--- src/rtl/sb_cfg_pkg.sv ---
// Shared definitions for the switch-block configuration chain: load-state
// encoding and the select-width / config-length helpers.
package sb_cfg_pkg;

  typedef enum logic [1:0] {
    StEmpty    = 2'd0,
    StShifting = 2'd1,
    StLoaded   = 2'd2
  } load_state_e;

  function automatic int unsigned sel_width(input int unsigned mux_size);
    return (mux_size < 2) ? 1 : $clog2(mux_size);
  endfunction

  function automatic int unsigned cfg_bits(input int unsigned chan_width,
                                           input int unsigned mux_size);
    return 2 * chan_width * sel_width(mux_size);
  endfunction

endpackage

--- src/rtl/sb_cfg_chain.sv ---
// Serial configuration chain: shadow shift register, saturating shift counter,
// load FSM and the active register that the routing muxes decode.
module sb_cfg_chain
  import sb_cfg_pkg::*;
#(
  parameter int unsigned CFG_BITS = 20
) (
  input  logic                prog_clk,
  input  logic                pReset_n,
  input  logic                ccff_head,
  input  logic                ccff_en,
  input  logic                ccff_commit,
  output logic [CFG_BITS-1:0] active,
  output logic                ccff_tail,
  output logic                cfg_loaded,
  output logic                cfg_active,
  output logic                cfg_err
);

  localparam int unsigned CNT_W = $clog2(CFG_BITS + 1);
  localparam logic [CNT_W-1:0] CNT_FULL = CNT_W'(CFG_BITS);

  logic [CFG_BITS-1:0] shadow_q, active_q;
  logic [CNT_W-1:0]    cnt_q, cnt_d;
  load_state_e         state_q, state_d;
  logic                act_q, err_q;
  logic                commit_ok, commit_bad;

  // A commit raised together with a shift is ignored without flagging an error.
  assign commit_ok  = ccff_commit && !ccff_en && (state_q == StLoaded);
  assign commit_bad = ccff_commit && !ccff_en && (state_q != StLoaded);

  always_comb begin
    cnt_d = cnt_q;
    if (ccff_en) begin
      if (cnt_q != CNT_FULL) cnt_d = cnt_q + CNT_W'(1);
    end else if (commit_ok) begin
      cnt_d = '0;
    end
    if (cnt_d == '0)           state_d = StEmpty;
    else if (cnt_d == CNT_FULL) state_d = StLoaded;
    else                        state_d = StShifting;
  end

  always_ff @(posedge prog_clk or negedge pReset_n) begin
    if (!pReset_n) begin
      shadow_q <= '0;
      active_q <= '0;
      cnt_q    <= '0;
      state_q  <= StEmpty;
      act_q    <= 1'b0;
      err_q    <= 1'b0;
    end else begin
      cnt_q   <= cnt_d;
      state_q <= state_d;
      if (ccff_en) shadow_q <= {shadow_q[CFG_BITS-2:0], ccff_head};
      if (commit_ok) begin
        active_q <= shadow_q;
        act_q    <= 1'b1;
        err_q    <= 1'b0;
      end else if (commit_bad) begin
        err_q <= 1'b1;
      end
    end
  end

  assign active     = active_q;
  assign ccff_tail  = shadow_q[CFG_BITS-1];
  assign cfg_loaded = (state_q == StLoaded);
  assign cfg_active = act_q;
  assign cfg_err    = err_q;

endmodule

--- src/rtl/sb_param_cfg.sv ---
// Parameterised switch block: a configuration chain plus per-track routing
// muxes that are purely combinational from data inputs to outputs.
module sb_param_cfg
  import sb_cfg_pkg::*;
#(
  parameter int unsigned CHAN_WIDTH  = 5,
  parameter int unsigned MUX_SIZE    = 3,
  parameter int unsigned N_PIN_TOP   = 10,
  parameter int unsigned N_PIN_RIGHT = 10
) (
  input  logic                   prog_clk,
  input  logic                   pReset_n,
  input  logic                   ccff_head,
  input  logic                   ccff_en,
  input  logic                   ccff_commit,
  input  logic [CHAN_WIDTH-1:0]  chany_top_in,
  input  logic [CHAN_WIDTH-1:0]  chanx_right_in,
  input  logic [N_PIN_TOP-1:0]   top_pin_in,
  input  logic [N_PIN_RIGHT-1:0] right_pin_in,
  output logic [CHAN_WIDTH-1:0]  chany_top_out,
  output logic [CHAN_WIDTH-1:0]  chanx_right_out,
  output logic                   ccff_tail,
  output logic                   cfg_loaded,
  output logic                   cfg_active,
  output logic                   cfg_err
);

  localparam int unsigned SEL_W    = sel_width(MUX_SIZE);
  localparam int unsigned CFG_BITS = cfg_bits(CHAN_WIDTH, MUX_SIZE);

  logic [CFG_BITS-1:0] active;

  sb_cfg_chain #(
    .CFG_BITS (CFG_BITS)
  ) u_chain (
    .prog_clk    (prog_clk),
    .pReset_n    (pReset_n),
    .ccff_head   (ccff_head),
    .ccff_en     (ccff_en),
    .ccff_commit (ccff_commit),
    .active      (active),
    .ccff_tail   (ccff_tail),
    .cfg_loaded  (cfg_loaded),
    .cfg_active  (cfg_active),
    .cfg_err     (cfg_err)
  );

  for (genvar i = 0; i < CHAN_WIDTH; i++) begin : g_top
    logic [SEL_W-1:0]    sel;
    logic [MUX_SIZE-1:0] cand;
    assign sel = active[i*SEL_W +: SEL_W];
    for (genvar k = 0; k < MUX_SIZE - 1; k++) begin : g_pin
      localparam int unsigned IDX = (i + k * CHAN_WIDTH) % N_PIN_TOP;
      assign cand[k] = top_pin_in[IDX];
    end
    localparam int unsigned XIDX = (i + 1) % CHAN_WIDTH;
    assign cand[MUX_SIZE-1] = chanx_right_in[XIDX];
    // Select codes past the last mux input decode to 0.
    assign chany_top_out[i] = cfg_active && ({1'b0, sel} < (SEL_W + 1)'(MUX_SIZE)) ?
                              cand[sel] : 1'b0;
  end

  for (genvar i = 0; i < CHAN_WIDTH; i++) begin : g_right
    logic [SEL_W-1:0]    sel;
    logic [MUX_SIZE-1:0] cand;
    assign sel = active[(CHAN_WIDTH + i)*SEL_W +: SEL_W];
    localparam int unsigned YIDX = (i + CHAN_WIDTH - 1) % CHAN_WIDTH;
    assign cand[0] = chany_top_in[YIDX];
    for (genvar k = 1; k < MUX_SIZE; k++) begin : g_pin
      localparam int unsigned IDX = (i + (k - 1) * CHAN_WIDTH) % N_PIN_RIGHT;
      assign cand[k] = right_pin_in[IDX];
    end
    assign chanx_right_out[i] = cfg_active && ({1'b0, sel} < (SEL_W + 1)'(MUX_SIZE)) ?
                                cand[sel] : 1'b0;
  end

endmodule

--- config.mk ---
export PLATFORM = sky130hd
export DESIGN_NAME = sb_param_cfg
export DESIGN_NICKNAME = d
export VERILOG_FILES = /design/src/rtl/sb_cfg_pkg.sv /design/src/rtl/sb_cfg_chain.sv /design/src/rtl/sb_param_cfg.sv
export SDC_FILE = /design/constraint.sdc
export NUM_CORES = 1
export LEC_CHECK = 0
export ABC_AREA = 1
export CAP_MARGIN = 30
export CORE_MARGIN = 4
export CORE_UTILIZATION = 30
export CTS_BUF_LIST = sky130_fd_sc_hd__clkbuf_16
export CTS_CLUSTER_SIZE = 12
export DETAILED_ROUTE_END_ITERATION = 7
export GPL_ROUTABILITY_DRIVEN = 0
export RECOVER_POWER = 100
export SLEW_MARGIN = 20
export SYNTH_ARGS = -nofsm -noshare
export SYNTH_HDL_FRONTEND = slang
export SYNTH_SLANG_ARGS = --single-unit
--- constraint.sdc ---
create_clock -name prog_clk -period 1.5 [get_ports prog_clk]
set_clock_uncertainty 0.2 [all_clocks]
set_input_delay 0.3 -clock prog_clk [delete_from_list [all_inputs] [get_ports prog_clk]]
set_output_delay 0.3 -clock prog_clk [all_outputs]
set_load 0.02 [all_outputs]
==> flow_summary.yaml <==
outcome:
  status: "complete, but fails checks"
  failed_checks: "setup timing"
power:
  power_w: 0.00402
  ir_drop_mv: 0.717
  p_leak_nw: 1.61
  power.density_nw_per_um2: 1140
timing:
  period_minus_slack_ns: 1.72
  fin_ws_ns: -0.216
  worst_pin_slew_ns: 0.391
  hold_viol: 0
  rsz0062_at_grt: "true"
  hold_ws_ns: 0.233
  setup_viol: 21
  timing.final.crit_share_pct: 114
  fmax_ghz: 0.583
  drv_slew: 0
  slew_headroom_pct: 73.9
detailed_routing:
  routedWlPerCell_um: 11.8
  drt-pass1-iter-count: 4
  drcViolationCount: 0
  vias: 2044
  via_per_inst: 4.40
  drt.antenna.violating_nets: 0
  wl_mm: 5.48
  first_iter_violations: 51
die:
  dieArea_sq_um: 9080
  die_x_um: 95.3
  ios: 49
  fp.dieH_um: 95.3
  start_util_pct: 31.2
  core_area_sq_um: 7330
  num_rows: 31
setup_path:
  worstSetupEndpoint: "chany_top_out[0]"
  critPathMaxFanout: 3
  rr_startpoint: "u_chain.cnt_q[0]$_DFF_PN0_"
  reg2regPathDepth: 11
  worstPathRequired_ns: 1.00
  rrSetupSlack_ns: -0.10
  cp.arrival_ns: 1.22
  end_kind: "output port"
  critPathLaunch: "u_chain.cfg_active$_DFFE_PN0P_"
  r2r_end: "u_chain.state_q[0]$_DFF_PN0_"
  crit_path_start_kind: "flop"
  path_class: "flop to output port"
clock_network:
  clk_path_buf_depth: 2
  cts_root_buffer: "clkbuf_16"
  clkSlewWorstSetupHoldPaths_ns: 0.07
  clock_latency_ns: 0.29
  cts.sinks: 49
  cts_tree: "built"
  htreeDepth: 2
  cts_buffers: 5
synthesis:
  synth_nets: 311
  synthCells: 274
  synth.distinct_cells: 22
  synthTopCellsByArea: "dfrtp_1, nand2_1, o21ai_0"
  synth-seq-cells: 49
  ys_seq_area_share_pct: 53.7
  yosys.area.top_type: "dfrtp_1"
  syn_area_sq_um: 2280
  ys_warn_count: 0
  syn-mean-instance-area_sq_um: 8.34
  netlist.area_leader.share_pct: 53.7
global_route:
  antenna_found_initial: 0
  grt_pass1_wl_mm: 9.07
  grt_pass1_vias: 2074
  overflow: 0
  grt_use_total_pct: 12.8
  grt_max_degree: 27
placed_design:
  dpl_cell_area_sq_um: 3190
  io_buffers: 48
  place_hpwl_mm: 3.72
  placed_cells: 445
cells_and_area:
  multiInputGateArea_sq_um: 1000
  final_common_cell: "nand2_1"
  nFillCells: 695
  final_nets: 402
  layout.cells.non_filler: 465
  drive_gt1_share_pct: 34.7
  area_growth_pct: 54.4
  seqCellArea_sq_um: 1230
  fin_util_pct: 48.1
  antennaDiodeCount: 0
  finish.instance_area_sq_um: 3530
  final_cell_mix: "nand2_1, dfrtp_1, buf_4"
worst_hold_path:
  hold_path.class: "input pin to asynchronous set/reset pin"
job:
  cap_violations: 0
how the worst min path moves through the flow:
| stage | to | slack [ns] | cells past startpoint |
|---|---|---|---|
| after floorplan | u_chain.active[0]$_DFFE_PN0P_ | -0.20 | 0 |
| after global placement | u_chain.cfg_err$_DFFE_PN0P_ | -0.04 | 1 |
| after detailed placement | u_chain.cfg_err$_DFFE_PN0P_ | -0.04 | 1 |
| after CTS | u_chain.cnt_q[1]$_DFF_PN0_ | 0.18 | 2 |
| after global routing | u_chain.cfg_err$_DFFE_PN0P_ | 0.28 | 2 |
| final | u_chain.cnt_q[1]$_DFF_PN0_ | 0.23 | 2 |
metal layers:
metal  global-route usage [%]  share of wire [%]  wire length, um
met5                        0                  0                0
met4                     5.05                1.6               86
met3                     2.76                4.3              235
met2                     22.4                 50             2760
met1                     15.1                 44             2390
final cells by class:
class	instances	area share, %
sequential	49	34.8
timing repair buffer	95	24.7
clock buffer	5	3.55
multi-input combinational	174	28.5
tap	99	3.51
inverter	40	4.29
clock inverter	3	0.709
where the power goes:
group	leakage, nW	switching, W	internal (W)
registers	0.609	0.000184	0.00152
clock network	0.0704	0.000511	0.000627
logic	0.934	0.000582	0.000594
state kept, by name (all words and copies together), names as in the netlist:
name,cells
u_chain.active,20
u_chain.cfg_active,1
u_chain.cfg_err,1
u_chain.cnt_q,5
u_chain.shadow_q,20
u_chain.state_q,2
cells by family (layout without fill, tap and decap cells):
group,Yosys count,count (layout),share of synthesized area (%)
flops,49,49,53.7
fa+ha+maj,2,2,1.10
xor+xnor,1,1,0.383
compound gates,61,61,14.5
simple gates,110,110,21.0
buf+inv,51,143,9.42
Yosys cell counts, drive strengths merged:
cell	count
dfrtp	49
or2	1
nand4	2
nor2	13
nand3	6
a211oi	10
nand2	78
inv	40
o21ai	51
nor3	10
ha	2
clkbuf	4
xor2	1
buf	7
worst max-delay path: stages (launching register included):
cell	delay, ns
dfrtp_2	0.39
buf_4	0.13
o21ai_1	0.08
a211oi_2	0.16
buf_4	0.17
metrics by stage:
stage                     setup TNS, ns  setup slack (ns)
after floorplan                       0           0.00223
after global routing              -5.82            -0.276
after detailed placement         -22.12            -0.702
after global placement           -20.92            -0.672
final                             -2.20            -0.216
after CTS                         -2.07            -0.235
repair_timing:
item	in CTS	in global routing
hold endpoints to repair	49	0
buffers inserted	9	2
hold buffers	1	0
gates resized for setup	111	32
pin swaps	18	14
setup endpoints to repair	46	27
gates cloned	0	1
No activity file was read; power rests on OpenSTA's default activity.
